[config.mk]
export PLATFORM = sky130hd
export DESIGN_NAME = timer_counter_mc
export DESIGN_NICKNAME = d
export VERILOG_FILES = /design/src/rtl/timer_counter_mc.sv
export SDC_FILE = /design/constraint.sdc
export NUM_CORES = 1
export LEC_CHECK = 0
export CAP_MARGIN = 10
export CORE_AREA = 2 2 272 274
export DETAILED_ROUTE_END_ITERATION = 7
export DIE_AREA = 0 0 274 276
export HOLD_SLACK_MARGIN = 0.03
export SYNTH_ARGS = -nofsm -noshare
export SYNTH_HDL_FRONTEND = slang
export SYNTH_SLANG_ARGS = --single-unit
[constraint.sdc]
create_clock -name clk -period 8.34 [get_ports clk]
set_clock_uncertainty 0.05 [all_clocks]
set_input_delay 0.834 -clock clk [delete_from_list [all_inputs] [get_ports clk]]
set_output_delay 0.834 -clock clk [all_outputs]
set_load 0.01 [all_outputs]
[src/rtl/timer_counter_mc.sv]
`timescale 1ns/1ps
// timer_counter_mc
// Multi-channel memory-mapped timer/counter peripheral for the MIPS system bus.
// Each of NUM_CH channels is an independent down-counter with an 8-bit-max
// prescaler, one-shot or periodic mode, and a sticky expiry flag (W1C).
// A free-running 32-bit timestamp and an interrupt summary register are
// provided in the global region. One OR-ed interrupt line goes to the CPU.
//
// Register map (byte addresses, Addr[1:0] ignored):
//   c*0x10 + 0x0  CTRL  (RW) bit0 EN, bit1 MODE (1=periodic), bit2 IE, [15:8] PRE
//   c*0x10 + 0x4  LOAD  (RW) CNT_W bits, zero-extended
//   c*0x10 + 0x8  COUNT (RO)
//   c*0x10 + 0xC  STAT  bit0 EXP, write 1 to clear
//   0x100         IRQ   (RO) bit c = EXP[c] & IE[c]
//   0x104         TSTAMP(RO) free-running cycle counter
//
// Ports:
//   clk      system clock, rising edge
//   reset    asynchronous active-low reset
//   CS_N     chip select (active low)
//   RD_N     read strobe (active low)
//   WR_N     write strobe (active low)
//   Addr     12-bit byte address
//   DataIn   32-bit write data
//   DataOut  32-bit read data, combinational, 0 unless a read is strobed
//   Intr     interrupt request, active high, from registered state only
module timer_counter_mc #(
  parameter int NUM_CH = 4,
  parameter int CNT_W  = 32,
  parameter int PRE_W  = 8
) (
  input  logic        clk,
  input  logic        reset,
  input  logic        CS_N,
  input  logic        RD_N,
  input  logic        WR_N,
  input  logic [11:0] Addr,
  input  logic [31:0] DataIn,
  output logic [31:0] DataOut,
  output logic        Intr
);

  typedef enum logic [1:0] {
    REG_CTRL  = 2'd0,
    REG_LOAD  = 2'd1,
    REG_COUNT = 2'd2,
    REG_STAT  = 2'd3
  } reg_off_e;

  // ---------------------------------------------------------------------
  // Bus decode
  // ---------------------------------------------------------------------
  logic       bus_wr;
  logic       bus_rd;
  logic       chan_space;
  logic       glob_space;
  logic       ch_valid;
  logic [3:0] ch_idx;
  reg_off_e   reg_off;
  logic       unused_bits;

  assign bus_wr     = ~CS_N & ~WR_N;
  assign bus_rd     = ~CS_N & ~RD_N;
  // Only the low 512-byte window is decoded; Addr[11:9] != 0 is unmapped.
  assign chan_space = (Addr[11:8] == 4'h0);
  assign glob_space = (Addr[11:8] == 4'h1);
  assign ch_idx     = Addr[7:4];
  assign reg_off    = reg_off_e'(Addr[3:2]);
  assign ch_valid   = chan_space & (int'(ch_idx) < NUM_CH);
  assign unused_bits = ^{Addr[1:0], DataIn};

  // ---------------------------------------------------------------------
  // Per-channel state, exported as flat vectors/arrays for the read mux
  // ---------------------------------------------------------------------
  logic [NUM_CH-1:0] en_v;
  logic [NUM_CH-1:0] mode_v;
  logic [NUM_CH-1:0] ie_v;
  logic [NUM_CH-1:0] exp_v;
  logic [PRE_W-1:0]  pre_v   [NUM_CH];
  logic [CNT_W-1:0]  load_v  [NUM_CH];
  logic [CNT_W-1:0]  count_v [NUM_CH];

  for (genvar c = 0; c < NUM_CH; c++) begin : g_ch
    logic             en_q;
    logic             mode_q;
    logic             ie_q;
    logic             exp_q;
    logic [PRE_W-1:0] pre_q;
    logic [PRE_W-1:0] pre_cnt_q;
    logic [CNT_W-1:0] load_q;
    logic [CNT_W-1:0] count_q;

    logic hit;
    logic load_wr;
    logic ctrl_wr;
    logic stat_wr;
    logic en_new;
    logic run;
    logic tick;
    logic expire;

    assign hit     = bus_wr & ch_valid & (ch_idx == 4'(c));
    assign load_wr = hit & (reg_off == REG_LOAD);
    assign ctrl_wr = hit & (reg_off == REG_CTRL);
    assign stat_wr = hit & (reg_off == REG_STAT);

    // EN as it will be after this edge if software writes CTRL now.
    assign en_new = ctrl_wr ? DataIn[0] : en_q;
    // The prescaler only advances when the channel was already running and
    // is not being stopped this cycle; a LOAD write suppresses the tick.
    assign run    = en_q & en_new & ~load_wr;
    assign tick   = run & (pre_cnt_q == pre_q);
    assign expire = tick & (count_q == '0);

    // NOTE: every state flop is cleared by the asynchronous reset, so Intr
    // and all readback drop the moment reset asserts, without a clock.
    always_ff @(posedge clk or negedge reset) begin
      if (!reset) begin
        en_q      <= 1'b0;
        mode_q    <= 1'b0;
        ie_q      <= 1'b0;
        exp_q     <= 1'b0;
        pre_q     <= '0;
        pre_cnt_q <= '0;
        load_q    <= '0;
        count_q   <= '0;
      end else begin
        // NOTE: non-blocking assignments throughout, so every branch below
        // reads the pre-edge state regardless of statement order.
        if (load_wr) begin
          load_q    <= DataIn[CNT_W-1:0];
          count_q   <= DataIn[CNT_W-1:0];
          pre_cnt_q <= '0;
        end else begin
          if (run) begin
            pre_cnt_q <= tick ? '0 : pre_cnt_q + 1'b1;
          end else if (ctrl_wr & DataIn[0] & ~en_q) begin
            pre_cnt_q <= '0;
          end

          if (tick) begin
            if (!expire) begin
              count_q <= count_q - 1'b1;
            end else if (mode_q) begin
              count_q <= load_q;
            end
          end
        end

        // A CTRL write in the same cycle as a one-shot expiry keeps the
        // value software wrote; otherwise the one-shot stops itself.
        if (ctrl_wr) begin
          en_q   <= DataIn[0];
          mode_q <= DataIn[1];
          ie_q   <= DataIn[2];
          pre_q  <= DataIn[8 +: PRE_W];
        end else if (expire & ~mode_q) begin
          en_q <= 1'b0;
        end

        // Set beats clear when W1C and expiry coincide.
        exp_q <= expire | (exp_q & ~(stat_wr & DataIn[0]));
      end
    end

    assign en_v[c]    = en_q;
    assign mode_v[c]  = mode_q;
    assign ie_v[c]    = ie_q;
    assign exp_v[c]   = exp_q;
    assign pre_v[c]   = pre_q;
    assign load_v[c]  = load_q;
    assign count_v[c] = count_q;
  end

  // ---------------------------------------------------------------------
  // Global timestamp
  // ---------------------------------------------------------------------
  logic [31:0] tstamp_q;

  always_ff @(posedge clk or negedge reset) begin
    if (!reset) begin
      tstamp_q <= '0;
    end else begin
      tstamp_q <= tstamp_q + 32'd1;
    end
  end

  // ---------------------------------------------------------------------
  // Interrupt and read mux
  // ---------------------------------------------------------------------
  logic [NUM_CH-1:0] irq_vec;
  logic [31:0]       rd_data;

  assign irq_vec = exp_v & ie_v;
  assign Intr    = |irq_vec;

  always_comb begin
    // NOTE: default first so every path assigns rd_data and no latch forms.
    rd_data = '0;
    if (ch_valid) begin
      for (int c = 0; c < NUM_CH; c++) begin
        if (ch_idx == 4'(c)) begin
          case (reg_off)
            REG_CTRL: begin
              rd_data[0]          = en_v[c];
              rd_data[1]          = mode_v[c];
              rd_data[2]          = ie_v[c];
              rd_data[8 +: PRE_W] = pre_v[c];
            end
            REG_LOAD:  rd_data[CNT_W-1:0] = load_v[c];
            REG_COUNT: rd_data[CNT_W-1:0] = count_v[c];
            REG_STAT:  rd_data[0]         = exp_v[c];
            default:   rd_data            = '0;
          endcase
        end
      end
    end else if (glob_space) begin
      if (Addr[7:2] == 6'd0) begin
        rd_data[NUM_CH-1:0] = irq_vec;
      end else if (Addr[7:2] == 6'd1) begin
        rd_data = tstamp_q;
      end
    end
  end

  assign DataOut = bus_rd ? rd_data : 32'h0;

endmodule

* After elaboration in Yosys (flattened, before gate mapping) *
Index checks and enable logic that the tools add are counted.

word-level totals
  flip-flop bits (word level) = 368
  output and inout bits = 33
  word-level logic and storage cells = 238
  bits of input ports = 49

operators by class
  equal/unequal tests = 16
  $add $sub $neg = 9
  bitwise gates (word level) = 80
  magnitude comparators = 1
  reductions and logical operators = 25
  mux-type cells = 74

operator list
  kind                                                 number
  two-way mux 32 bit                                   24
  zero test 32 bit                                     4
  two-way mux 8 bit                                    16
  one-hot mux 16 bit (2 select lines)                  4
  subtractor 32 x 1 -> 32 bit (second input constant)  4
  one-hot mux 8 bit (3 select lines)                   4
  AND 1 bit                                            56
  one-hot mux 5 bit (2 select lines)                   4
  adder 32 x 1 -> 32 bit (second input constant)       1
  adder 8 x 1 -> 8 bit (second input constant)         4
  == test 8 bit                                        4
  two-way mux 28 bit                                   1
  one-hot mux 2 bit (3 select lines)                   4
  inverter 1 bit                                       19
  one-hot mux 1 bit (4 select lines)                   4
  nonzero test 2 bit                                   8
  two-way mux 1 bit                                    12
  != test 3 bit (second input constant)                4
  nonzero test 3 bit                                   4
  == test 4 x 1 -> 1 bit (second input constant)       2
  == test 4 x 2 -> 1 bit (second input constant)       2
  zero test 4 bit                                      2
  AND reduction 2 bit                                  4
  == test 6 x 1 -> 1 bit (second input constant)       1
  9 further kinds                                      13

* Longest topological paths before layout *
Gate-level depths: netlist of the first run.

  depth after elaboration = 13
  gate-level depth with buffers = 11
  gate-level depth less buffers = 9

* Worst setup path before layout of the first run *
OpenSTA, ideal clock, no wires.

  path type = input to output
  start point = input port Addr[4]
  end point = output port DataOut[22]
  arrival = 2953 ps
  data required time = 7456 ps
  setup slack = 4503 ps
  stages = 10
  path buffers = 3
  cells stage by stage = clkbuf_1 nor4b_1 and2_0 clkbuf_1 clkbuf_1 a221o_1 a21oi_1 o32ai_1 a22oi_1 nor2_1

on the way
  longest elaborated chain between the ends = 10
  elaborated cells between the ends (all ways) = 20
  those cells by class = order compare: 1; eq/ne: 4; mux: 12; bitwise: 1; reduce/logical: 2

ends and longest elaborated chain
  element                              RTL line  source
  start, declared                      37        input logic [11:0] Addr,
  zero test 4 bit                      202       if (ch_idx == 4'(c)) begin
  two-way mux 32 bit                   202
  one-hot mux 16 bit (2 select lines)  203       case (reg_off)
  two-way mux 32 bit                   202
  one-hot mux 16 bit (2 select lines)  203
  two-way mux 32 bit                   202
  one-hot mux 16 bit (2 select lines)  203
  two-way mux 32 bit                   202
  two-way mux 32 bit *                 200       if (ch_valid) begin
  two-way mux 32 bit *                 226       assign DataOut = bus_rd ? rd_data : 32'h0;
  end, declared                        39        output logic [31:0] DataOut,

Mark *: on every way between the ends. The rest lies on a longest branch, timed or not.

* Worst setup path after layout of the first run *
  start point = input port Addr[3]
  end point = output port DataOut[3]

on the way
  longest elaborated chain between the ends = 11
  elaborated cells between the ends (all ways) = 17
  those cells by class = eq/ne: 3; mux: 13; reduce/logical: 1

ends and longest elaborated chain
  element                                                         RTL line
  == test 2 bit / == test 2 x 1 -> 1 bit (equally long branches)  203
  one-hot mux 5 bit (2 select lines)                              203
  two-way mux 32 bit                                              202
  one-hot mux 5 bit (2 select lines)                              203
  two-way mux 32 bit                                              202
  one-hot mux 5 bit (2 select lines)                              203
  two-way mux 32 bit                                              202
  one-hot mux 5 bit (2 select lines)                              203
  two-way mux 32 bit                                              202
  two-way mux 32 bit *                                            200
  two-way mux 32 bit *                                            226

Marks and branches as above.

==> reports/results.txt, run 1 <==
num rows: 99
total CTS buffers: 43
proportion of netlist area held by the largest area contributor: 0.426
cell count after synthesis: 2,558
area grow syn2layout: 14.2%
count of input and output buffers: 79
Max rail drop VDD: 116 uV
leading cell type in the layout, fill and taps excluded: nand2_1
crit path setup slack, layout: 2.24 ns
length of the first detailed-routing pass in iterations: 8
sequential cell area fraction in the yosys report: 0.426
Reg clk slew, reported paths: 0.06 ns
static leakage: 11.2 nW
CP Launch Type: input pin
cell taking the most area after synthesis: dfrtp_1
number of setup violations in the final report: 0
maximum level of the CTS H-tree: 2
Post-synth EDFFs: 0
HPWL reported at the end of detailed placement: 55,300 um
total number of nets in the final design: 2,605
clock buffer depth: 3
maximum frequency from static timing analysis: 0.164 GHz
post-synth cell types: 72
clock net sink count: 368
horizontal die dimension: 274 um
remaining antenna violation count: 0
number of vias per cell after detailed routing: 5.74
Routability Congestion: 0.941
routed wire length: 79,300 um
asr flop ratio synth: 1.00
Setup Crit Path Kind: in2out
# IOs: 82
kind of end point of the critical path: primary output
Synthesized Nets: 2,626
DRC: 0
number of buffers added to fix hold violations after cts: 0
vias in the first global route: 18,647
TritonCTS clock tree: yes
wire length of the first global-routing pass: 120,000 um
Hold WC Path Type: in2async
Mapped Area: 21,600 sq um
via total after detailed routing: 20,214
Min Clock Period, post-route: 6.10 ns
total power draw: 4.82 mW
run status: completed
number of hold-slack violations in the final timing report: 0
required time worst endpoint: 7.46 ns
CTS resizes: 0
Clock Tree Root: clkbuf_16
largest net degree at the start of global routing: 118
max capacitance violation total: 0
Place WS: 2.43 ns
Synth Area per Inst: 8.45 sq um
Slew Limit Headroom: 0.210
number of antenna violations at the first check in global routing: 0
DRC marker count from the first detailed-route iteration: 2,801
share of cells above drive strength 1: 0.0792
global-route total usage across every layer: 0.206
sum of overflow across all layers after global routing: 0
buffers inserted by post-CTS timing repair: 0
leading post-synthesis cells by cell area: dfrtp_1 43%, nand2_1 8.7%, o21ai_0 4.5%
#FFs+latches synth: 368
fraction of the cycle the final worst path needs: 0.731
Die Area: 75,600 sq um
slew at the pin closest to its max-slew limit: 1.18 ns
flip-flop cell with the highest count after synthesis: dfrtp_1
vertical die dimension: 276 um
Core Area: 72,600 sq um
Pwr per Cell Area: 195 nW/um^2
Total Negative Setup Slacks: 0 ns
Worst Path Max Fanout: 48
clk_lat worst skew: 0.59 ns
commonest non-fill, non-tap cells in the layout: 503 x nand2_1, 368 x dfrtp_1, 193 x o21ai_0
Synthesis Warnings: 0
effective utilization at floorplan: 0.298
post-detailed-route wirelength per cell: 22.5 um
fin. max-slew vios: 0
post-route core utilization: 0.340
CP arrival: 5.22 ns
setup repair after global routing missed its margin: false
-- per-layer routing --
layer,GRT usage,up-vias,share of wire
met5,0,-,0
met4,0.0725,0,0.038
met1,0.308,9881,0.45
met3,0.0411,141,0.097
met2,0.290,940,0.42
li1,-,9252,-
-- per-stage QoR --
step | instances | area, sq um | hold WS, ns
3_5_place_dp | 3451 | 23200 | 0.423
5_1_grt | 3523 | 24700 | 0.379
6_report | 3524 | 24700 | 0.296
2_1_floorplan | 2558 | 21600 | 0.396
4_1_cts | 3523 | 24700 | 0.345
3_3_place_gp | 3451 | 23200 | 0.420
-- sequential cells by signal, summed over array words and instances (netlist names) --
register	count
g_ch.count_q	128
g_ch.en_q	4
g_ch.exp_q	4
g_ch.ie_q	4
g_ch.load_q	128
g_ch.mode_q	4
g_ch.pre_cnt_q	32
g_ch.pre_q	32
tstamp_q	32
-- power by group --
part,internal [mW],total (mW),switching [mW]
sequential,1.82,1.88,0.0602
combinational,0.343,0.965,0.623
clock,1.17,1.97,0.798
-- kinds of logic (layout without fill, tap and decap cells) --
family,after synthesis,count (layout),synth area share
AO/OA/AOI/OAI,721,721,0.220
XOR/XNOR,109,109,0.0442
adder cells (fa/ha/maj),19,19,0.0110
buffers and inverters,224,230,0.0418
flip-flops,368,368,0.426
multiplexers,63,63,0.0348
other,0,1,0
AND/OR/NAND/NOR,1054,1054,0.223
-- cells in the mapped netlist (6+ instances only) --
library cell	number
nand2_1	503
or3_1	32
o21ai_1	14
a211oi_1	11
o21ai_0	193
a21oi_1	166
o21a_1	11
xor2_1	53
and3_1	31
inv_1	39
buf_1	18
clkbuf_1	142
a22o_1	29
ha_1	19
a31oi_1	7
nand2b_1	19
nand3_1	81
o31ai_1	17
o32ai_1	22
a2bb2oi_1	7
mux2i_1	11
dfrtp_1	368
a221o_1	22
a221oi_1	29
nor4_1	47
a222oi_1	26
a22oi_1	79
or4_1	18
buf_2	14
nor2_1	191
or2_2	13
a31o_2	6
nor2b_1	6
nor3_1	48
mux2_2	47
xnor2_1	56
o211ai_1	44
nand4_1	27
-- critical path, stage by stage --
cell,delay (ns)
clkdlybuf4s50_1,0.56
inv_1,0.21
ha_4,0.60
and2_1,0.99
a221o_1,0.30
a21oi_1,0.07
o32ai_1,0.68
a22oi_1,0.21
nor2_1,0.18
clkdlybuf4s50_1,0.56
-- path summary, 6_finish.rpt --
| kind | start | slack (ns) | cells past startpoint | end |
|---|---|---|---|---|
| min in group clk | tstamp_q[9] | 0.43 | 1 | tstamp_q[9] |
| min reg2reg | tstamp_q[9] | 0.43 | 1 | tstamp_q[9] |
| max reg2reg | g_ch[3].count_q[28] | 3.83 | 7 | g_ch[3].count_q[30] |
| max | Addr[3] | 2.24 | 10 | DataOut[3] |
| max in group asynchronous | reset | 6.37 | 2 | g_ch[1].count_q[19] |
| min | reset | 0.30 | 1 | g_ch[2].count_q[26] |
-- layout make-up --
cell class	count	area, sq um
diodes	1	2.50
clock buffers	60	1260
clock inverters	12	168
fillers	7614	47900
inverters	42	158
multi-input cells	1966	11600
flip-flops and latches	368	9210
well taps	959	1200
repair buffers	116	1090
Note: power is estimated with default switching activity, not from simulation.
==> run 2: changes to the inputs <==
clock period = 6.4 ns   (was 8.34 ns; I/O delays follow)
==> run 2 against run 1 <==
Against the previous run: sequential share of layout area is 0.26 points lower; critical path depth stayed put; routed wire length is 0.62% higher; global-route usage is 0.069 points higher; flip-flop and latch count stayed put; core utilization is 0.24 points higher; register-to-register slack worse by 1.4 ns; worst hold slack worse by 0.26 ns; cell area is 0.69% higher; cell count is 0.57% higher; worst setup slack worse by 0.92 ns; first-iteration DRC count is 1.1% lower; highest routed layer unchanged.
==> reports/results.txt, run 2 (synthesized netlist as in run 1, its figures left out) <==
Total Negative Setup Slacks: 0 ns (unchanged)
total placed instance area: 23,400 sq um (+0.53%)
Worst Path Max Fanout: 31 (-35%)
count of input and output buffers: 79 (unchanged)
Die Area: 75,600 sq um (unchanged)
Pwr per Cell Area: 255 nW/um^2 (+31%)
biggest registers after layout: g_ch.count_q x128, g_ch.load_q x128
Setup Crit Path Kind: in2out
number of buffers added to fix hold violations after cts: 0 (unchanged)
HPWL reported at the end of detailed placement: 55,900 um (+1.1%)
cell at the slowest stage of the critical path: and4b_1
slew at the pin closest to its max-slew limit: 1.24 ns (+0.0627 ns)
wire length of the first global-routing pass: 121,000 um (+0.67%)
Slew Limit Headroom: 0.160 (-0.0506)
fin. max-slew vios: 0 (unchanged)
Routability Congestion: 0.926 (-1.6%)
static leakage: 11.3 nW (+0.96%)
post-route non-filler standard cell count: 3,544 (+0.57%)
DRC: 0 (unchanged)
effective utilization at floorplan: 0.298 (unchanged)
largest net degree at the start of global routing: 155 (+31%)
cell total after placement: 3,465 (+0.41%)
fraction of the cycle the final worst path needs: 0.793
global-route total usage across every layer: 0.207 (+0.000691)
length of the first detailed-routing pass in iterations: 6 (-2)
routed wire length: 79,800 um (+0.62%)
Core Area: 72,600 sq um (unchanged)
number of hold-slack violations in the final timing report: 0 (unchanged)
number of setup violations in the final report: 0 (unchanged)
remaining antenna violation count: 0 (unchanged)
required time worst endpoint: 5.71 ns (-1.75 ns)
TritonCTS clock tree: yes
vertical die dimension: 276 um (unchanged)
maximum frequency from static timing analysis: 0.197 GHz
run status: completed
max capacitance violation total: 0 (unchanged)
share of cells above drive strength 1: 0.0859 (+0.00674)
post-detailed-route wirelength per cell: 22.5 um (about the same)
via total after detailed routing: 20,414 (+0.99%)
vias in the first global route: 18,903 (+1.4%)
filler cell count: 7,614 (unchanged)
clk_lat worst skew: 0.58 ns (about the same)
DRC marker count from the first detailed-route iteration: 2,769 (-1.1%)
Reg clk slew, reported paths: 0.06 ns (about the same)
CP Launch Type: input pin
buffers inserted by post-CTS timing repair: 0 (unchanged)
Max rail drop VDD: 141 uV (+22%)
clock net sink count: 368 (unchanged)
maximum level of the CTS H-tree: 2 (unchanged)
commonest non-fill, non-tap cells in the layout: 503 x nand2_1, 368 x dfrtp_1, 193 x o21ai_0
ordered cell list for the critical path: clkdlybuf4s50_1 -> inv_1 -> ha_4 -> and2_1 -> buf_4 -> and4b_1 -> buf_4 -> a22oi_1 -> nor2_1 -> clkdlybuf4s50_1
Min Clock Period, post-route: 5.08 ns
final std cell area, no fill: 24,800 sq um (+0.69%)
clock buffer depth: 3 (unchanged)
sum of overflow across all layers after global routing: 0 (unchanged)
area grow syn2layout: 15.0%
# IOs: 82 (unchanged)
Clock Tree Root: clkbuf_16
leading cell type in the layout, fill and taps excluded: nand2_1
CTS resizes: 0 (unchanged)
Final Hold Slack: 0.0384 ns (-0.257 ns)
horizontal die dimension: 274 um (unchanged)
total CTS buffers: 43 (unchanged)
CP arrival: 4.39 ns (-0.83 ns)
number of vias per cell after detailed routing: 5.76 (+0.42%)
setup repair after global routing missed its margin: false
num rows: 99 (unchanged)
Hold WC Path Type: in2async
total number of nets in the final design: 2,619 (+0.54%)
number of antenna violations at the first check in global routing: 0 (unchanged)
Critical Path Max Stage Delay: 0.90 ns (-0.09 ns)
kind of end point of the critical path: primary output
run 2: layer usage:
layer,up-vias,GRT usage,wire length (um)
met1,10015,0.310,35800
met3,148,0.0435,7880
met5,-,0,0
met2,967,0.290,33400
met4,0,0.0702,2730
li1,9284,-,-
run 2: area by class of cell:
| class | instances | area [sq um] | area share |
|---|---|---|---|
| multi-input cells | 1966 | 11600 | 0.467 |
| flip-flops and latches | 368 | 9210 | 0.371 |
| clock buffers | 62 | 1270 | 0.0511 |
| repair buffers | 130 | 1200 | 0.0484 |
| well taps | 959 | 1200 | 0.0483 |
| clock inverters | 16 | 208 | 0.00836 |
| inverters | 42 | 158 | 0.00634 |
| diodes | 1 | 2.50 | 0.000101 |
run 2: path summary, 6_finish.rpt:
kind	from	to	slack, ns	cells past startpoint
min in group clk	tstamp_q[31]	tstamp_q[31]	0.43	1
max in group asynchronous	reset	tstamp_q[2]	4.95	2
setup reg to reg	g_ch[2].count_q[12]	g_ch[2].count_q[13]	2.39	8
hold / removal	reset	g_ch[2].load_q[24]	0.04	1
hold reg to reg	tstamp_q[31]	tstamp_q[31]	0.43	1
setup / recovery	Addr[3]	DataOut[18]	1.32	10
run 2: metrics by stage:
| step | utilization | total power [mW] | worst slack, ns |
|---|---|---|---|
| floorplan | - | 3.31 | 2.95 |
| global placement | 0.322 | 3.70 | 1.46 |
| detailed placement | 0.322 | 3.71 | 1.42 |
| CTS | 0.342 | 6.34 | 1.46 |
| global route | 0.342 | 6.61 | 1.27 |
| finish | 0.342 | 6.34 | 1.32 |
run 2: critical path: cells and delay by family:
kind,cells,cell delay [ns]
fa+ha+maj,1,0.42
simple gates,3,1.26
compound gates,1,0.13
buf+inv,5,1.92
run 2: power by group:
group / internal (mW) / total [mW] / switching [mW]
Sequential: 2.37 / 2.45 / 0.0777
Combinational: 0.448 / 1.26 / 0.814
Clock: 1.58 / 2.62 / 1.05
Total: 4.40 / 6.34 / 1.94
